File: src/rtl/apu_frame_sequencer.sv
// apu_frame_sequencer: $4017 frame counter producing quarter/half-frame ticks and the frame IRQ
module apu_frame_sequencer #(
  parameter int unsigned STEP1 = 7457,
  parameter int unsigned STEP2 = 14913,
  parameter int unsigned STEP3 = 22371,
  parameter int unsigned STEP4 = 29829,
  parameter int unsigned STEP5 = 37281
) (
  input  logic       clk,
  input  logic       reset,
  input  logic       cpu_ce,
  input  logic       wr_4017,
  input  logic [7:0] wr_data,
  input  logic       rd_4015,
  output logic       quarter_tick,
  output logic       half_tick,
  output logic       irq,
  output logic       frame_mode
);
  localparam logic [15:0] S1 = 16'(STEP1);
  localparam logic [15:0] S2 = 16'(STEP2);
  localparam logic [15:0] S3 = 16'(STEP3);
  localparam logic [15:0] S4 = 16'(STEP4);
  localparam logic [15:0] S5 = 16'(STEP5);
  logic [15:0] cnt_q, cnt_d;
  logic mode_q, mode_d, inh_q, inh_d, irq_q, irq_d, pend_q, pend_d, qt_q, qt_d, ht_q, ht_d;
  logic adv, restart, step_ok, last, fin, set_irq;
  always_comb begin
    adv     = cpu_ce & ~pend_q;
    restart = cpu_ce & pend_q & ~wr_4017;
    last    = mode_q ? (cnt_q == S5) : (cnt_q == S4);
    cnt_d   = restart ? 16'd0 : adv ? (last ? 16'd0 : cnt_q + 16'd1) : cnt_q;
    // a write landing on an event clk suppresses that step; the restart follows on the next ce
    step_ok = adv & ~wr_4017;
    fin     = mode_q ? (cnt_d == S5) : (cnt_d == S4);
    qt_d    = restart ? mode_q : step_ok & ((cnt_d == S1) | (cnt_d == S2) | (cnt_d == S3) | fin);
    ht_d    = restart ? mode_q : step_ok & ((cnt_d == S2) | fin);
    set_irq = step_ok & ~mode_q & ~inh_q & (cnt_d == S4);
    irq_d   = (wr_4017 & wr_data[6]) ? 1'b0 : set_irq ? 1'b1 : rd_4015 ? 1'b0 : irq_q;
    mode_d  = wr_4017 ? wr_data[7] : mode_q;
    inh_d   = wr_4017 ? wr_data[6] : inh_q;
    pend_d  = wr_4017 | (pend_q & ~restart);
  end
  always_ff @(posedge clk) begin
    if (reset) begin
      cnt_q  <= '0;
      mode_q <= 1'b0;
      inh_q  <= 1'b0;
      irq_q  <= 1'b0;
      pend_q <= 1'b0;
      qt_q   <= 1'b0;
      ht_q   <= 1'b0;
    end else begin
      cnt_q  <= cnt_d;
      mode_q <= mode_d;
      inh_q  <= inh_d;
      irq_q  <= irq_d;
      pend_q <= pend_d;
      qt_q   <= qt_d;
      ht_q   <= ht_d;
    end
  end
  assign quarter_tick = qt_q;
  assign half_tick    = ht_q;
  assign irq          = irq_q;
  assign frame_mode   = mode_q;
endmodule

File: config.mk
export PLATFORM = sky130hd
export DESIGN_NAME = apu_frame_sequencer
export DESIGN_NICKNAME = d
export VERILOG_FILES = /design/src/rtl/apu_frame_sequencer.sv
export SDC_FILE = /design/constraint.sdc
export NUM_CORES = 1
export LEC_CHECK = 0
export CORE_ASPECT_RATIO = 1.75
export CORE_MARGIN = 1.5
export CORE_UTILIZATION = 40
export DETAILED_ROUTE_END_ITERATION = 10
export GPL_TIMING_DRIVEN = 0
export PLACE_DENSITY = 0.63
export SETUP_SLACK_MARGIN = 0.05
export SLEW_MARGIN = 5
export SYNTH_ARGS = -nofsm -noshare
export SYNTH_HDL_FRONTEND = slang
export SYNTH_SLANG_ARGS = --single-unit
File: constraint.sdc
create_clock -name clk -period 2.2 [get_ports clk]
set_input_delay 0.44 -clock clk [delete_from_list [all_inputs] [get_ports clk]]
set_output_delay 0.44 -clock clk [all_outputs]
set_load 0.01 [all_outputs]
; ---- Word-level counts from Yosys, hierarchy flattened
; Cells that the tools add are included.
[totals]
register_bits = 22
in_bits = 13
wordCells = 47
[classes]
n_addsub = 1
n_eq_ne = 7
muxes = 9
bitwise = 21
reduce_logical = 2
[op_table]
columns = op, count
row1 = $eq A16 B15 Y1 const B, 3
row2 = $mux W16, 3
row3 = $eq A16 B16 Y1 const B, 2
row4 = $add A16 B1 Y16 const B, 1
row5 = $eq A16 B13 Y1 const B, 1
row6 = $eq A16 B14 Y1 const B, 1
row7 = $and A1 B1 Y1, 11
row8 = $mux W1, 6
row9 = $not A1 Y1, 5
row10 = $or A1 B1 Y1, 5
row11 = $reduce_bool A2 Y1, 1
row12 = $reduce_or A2 Y1, 1

; ---- Logic depth before layout (Yosys ltp)
[logic_depth]
depth_word = 11
depth_mapped = 9
depth_no_buf = 9

; ---- Worst setup path before layout
; No wires, ideal clock.
[synth_timing]
path_type = flip-flop to flip-flop
start = register cnt_q[0]
end = register irq_q, in the netlist irq
setup_time_ps = 79
t_arrival_ps = 2301
path_slack_ps = -180
stages_incl_launch_ff = 9
cell_sequence = dfxtp_1 > ha_1 > nand4b_1 > or3_1 > xnor2_1 > or3b_1 > nor4_2 > a21oi_1 > a211oi_2
[synth_via]
elab_chain_len = 8
[synth_rtl]
columns = item, line
row1 = "start, declared", 25  ; logic [15:0] cnt_q, cnt_d;
row2 = "start signal, assigned", 54  ; cnt_q <= cnt_d;
row3 = branches (longest 3 deep; another with $add A16 B1 Y16), n/a
row4 = $mux W16 (*) (2 in series), 32  ; cnt_d = restart ? 16'd0 : adv ? (last ? 16'd0 : cnt_q + 16'd1) : cnt_q;
row5 = $eq A16 B15 Y1 (*), 38  ; set_irq = step_ok & ~mode_q & ~inh_q & (cnt_d == S4);
row6 = $and A1 B1 Y1 (*), 38
row7 = $mux W1 or $reduce_bool A2 Y1 (tied branches), n/a
row8 = "end signal, assigned", 57  ; irq_q <= irq_d;
row9 = "end, declared", 26  ; logic mode_q, mode_d, inh_q, inh_d, irq_q, irq_d, pend_q, pend_d, qt_q, qt_d, ht_q, ht_d;
; Mark *: on every way between the ends.
; A chain may end at the register's enable or synchronous reset.

; ---- Worst setup path after layout
; Same ends and word-level chain as after synthesis.

==> impl_results.md <==
* Routability Congestion at 0.951
* Yosys synthesis warning count at 0
* CTS tree: yes
* Clock latency on the worst-skew pair at 0.28 ns
* Number of max-capacitance violations reported at 0
* Area of all placed cells without fillers at roughly 2100 sq um
* Worst Clk Skew at roughly 0.022 ns
* Wire length per cell after detailed routing at approximately 17 microns
* Antenna violations before repair at 0
* Top achievable clock speed at 0.427 GHz
* Total placed instance area at 1680 sq um
* Total CTS buffers at 3
* Maximum number of pins on one net before global-route repair at 14
* Req. time, crit path at 2.39 ns
* Slew of the pin with the lowest slew margin at 0.735 ns
* Grt ovf at 0
* Compound-Gate Fraction of Synth Area at roughly an eighth
* Syn_nets at 205
* Clock buffer depth at 2
* CP Capture Type: register
* Area Overhead vs Synth at 35.7%
* Post-layout utilization of the core at 56.9%
* Crit path kind: register to register
* IO Pins at 17
* Largest family of logic cells by synthesized area: simple AND/OR/NAND/NOR gates
* Violations in the final reports: setup timing
* Max rail drop VDD at 0.000335 V
* Count of vias placed by the detailed router at 1546
* Hold bufs inserted after CTS at 0
* Xor and xnor area share after synthesis at 8.63%
* Via count of the first global-routing pass at 1513
* First DRT Iteration DRCs at 67
* Cell row count at 29
* Core region area at roughly 3600 sq um
* Post-Synthesis Mean Instance Area at 8.01 sq um
* Fraction of layout instances using a drive strength above 1 at 29.2%
* First-pass GRT wire length at between 7 and 8 mm
* Worst-case headroom to the max-slew limit at just over 50%
* Synth Area in Adders at 1.64%
* Fraction of registers with async set/reset at 0%
* Final Max Tran Viols at 0
* Initial core utilization at roughly two fifths
* Slack of the worst reg-to-reg path at -0.14 ns
* DRC viols at 0
* CTS H-tree lvls at 1
* Unrepaired setup endpoints after global routing: yes
* Arrival time worst endpoint at about 2.5 ns
* CTS root buffer: sky130_fd_sc_hd__clkbuf_8
* Crit-path max FO at 3
* Setup WS post-layout at -0.141 ns
* Distinct cell type count after synthesis at 51
* Initial DRT Pass Iterations at 4
* Leak Pwr at 0.766 nW
* Flip-flop cell with the highest count after synthesis: sky130_fd_sc_hd__dfxtp_1
* Antenna diodes at 0
* Nature of the critical path startpoint: register
* Total routing usage reported by global routing at 22.2%
* Number of clock sinks at 22
* Via density at 5.83
* DPL Wire Length at 3.08 mm
* Gate count after technology mapping at 190
* Status: finished, violations left
* Pwr Density at between 400 and 500 nW/um^2
* Leading cell types by total area after synthesis: sky130_fd_sc_hd__dfxtp_1 29%, sky130_fd_sc_hd__xnor2_1 6.3%, sky130_fd_sc_hd__nor2_1 5.7%, sky130_fd_sc_hd__nor4_1 3.3%, sky130_fd_sc_hd__a21oi_1 3.0%
* Die Span Y at about 85 microns
* Pre-CTS setup slack at -0.794 ns
* Detailed-route wire length at ~4.5 mm
* Number of flops mapped to enable cells by yosys at 0
* Die width at about 50 microns
* Final hold violation count at 0
* Number of endpoints failing setup at the final stage at 3
* Clock slew at reported path FFs at 0.10 ns
* Sequential-to-total area share from yosys stat at 28.9%
* Count of input and output buffers at 9
* Class of the worst hold path: register to register
* Post-synthesis sequential element count at 22
* Post-route antenna net violation count at 0
* Final net count at about 240
* Area share of the leading cell type in the synthesized netlist at 28.9%
* Netlist area before placement at around 1500 sq um
* Period minus WS final at 2.34 ns
* Cell type with the largest total area after synthesis: sky130_fd_sc_hd__dfxtp_1
* Full die area at 4200 sq um
* Synth Area in Simple Gates at 41.1%
* Fin Hold WS at 0.539 ns
* Share of the clock period used by the worst path after layout at 106%
* Multiplexer fraction of the synthesized cell area at between 1 and 1.5%
kinds of logic after synthesis:
kind of cell	after synthesis
compound gates	31
xor+xnor	15
fa+ha+maj	2
buf+inv	18
flops	22
mux	2
simple gates	100
critical path, stage by stage (launching register included):
cell and delay, ns:
sky130_fd_sc_hd__dfxtp_4 0.38, sky130_fd_sc_hd__ha_4 0.13, sky130_fd_sc_hd__nand4b_1 0.17, sky130_fd_sc_hd__or3_4 0.46
sky130_fd_sc_hd__xnor2_4 0.15, sky130_fd_sc_hd__or3b_4 0.41, sky130_fd_sc_hd__nor4_4 0.30, sky130_fd_sc_hd__a21oi_2 0.10
sky130_fd_sc_hd__a211oi_2 0.14
layer usage:
metal / vias up / part of all wire [%] / GRT usage [%] / wire [microns]
met5: - / 0 / 0 / 0
met4: 0 / 4.8 / 15.9 / 218
met3: 17 / 5.4 / 3.38 / 242
met2: 54 / 53 / 37.1 / 2400
met1: 732 / 36 / 24.8 / 1640
li1: 743 / - / - / -
path summary, 6_finish.rpt:
| path | startpoint | end | depth (start not counted) |
|---|---|---|---|
| worst max-delay path | cnt_q[0] | irq | 8 |
| worst max register to register | cnt_q[0] | irq | 8 |
| worst min-delay path | inh_q | inh_q | 2 |
| worst min register to register | inh_q | inh_q | 2 |
Yosys cell counts (5+ instances only):
cell / instances
sky130_fd_sc_hd__clkbuf_1: 5
sky130_fd_sc_hd__nand3_1: 5
sky130_fd_sc_hd__inv_1: 7
sky130_fd_sc_hd__nor4_1: 8
sky130_fd_sc_hd__nand2_1: 12
sky130_fd_sc_hd__nor2b_1: 6
sky130_fd_sc_hd__dfxtp_1: 22
sky130_fd_sc_hd__nor3_1: 6
sky130_fd_sc_hd__buf_2: 5
sky130_fd_sc_hd__nor2_1: 23
sky130_fd_sc_hd__xnor2_1: 11
sky130_fd_sc_hd__o21ai_0: 5
sky130_fd_sc_hd__a21oi_1: 9
cells in the final DEF (no fill, tap or decap), drive strengths merged, types with 6 or more instances in the layout:
master,count
nor2,23
buf,23
dfxtp,22
nand2,12
xnor2,11
nor4,10
a21oi,9
clkdlybuf4s50,8
nor3,8
inv,7
o21ai,7
clkbuf,7
nor2b,6
nand3,6
flip-flops by register name, indices dropped and copies added (netlist names):
| register | cells |
|---|---|
| pend_q | 1 |
| inh_q | 1 |
| irq | 1 |
| half_tick | 1 |
| frame_mode | 1 |
| cnt_q | 16 |
| quarter_tick | 1 |
report_power, final:
part,switching [mW],total [mW],internal [mW]
registers,0.0109,0.416,0.405
logic,0.0542,0.0952,0.0410
clock network,0.148,0.391,0.244
total,0.213,0.902,0.690
final cells by class:
type	count	area (sq um)
buffer	10	70.1
clock buffer	3	41.3
clock inverter	1	30.0
fill	339	1560
inverter	7	26.3
multi-input combinational	150	1160
sequential	22	455
tap	46	57.6
timing repair buffer	26	223
repair_timing:
action                     CTS  global route
setup endpoints to repair   16            13
pin swaps                    6             9
buffers inserted             5            12
resized for setup           21            23
per-stage QoR:
stage	std cells	total power, mW	TNS, ns
floorplan	190	0.475	0
global placement	245	0.504	-10.49
detailed placement	245	0.507	-10.73
CTS	253	0.902	-0.245
global route	265	0.936	-0.664
finish	265	0.902	-0.296
Note: power is estimated with default switching activity, not from simulation.
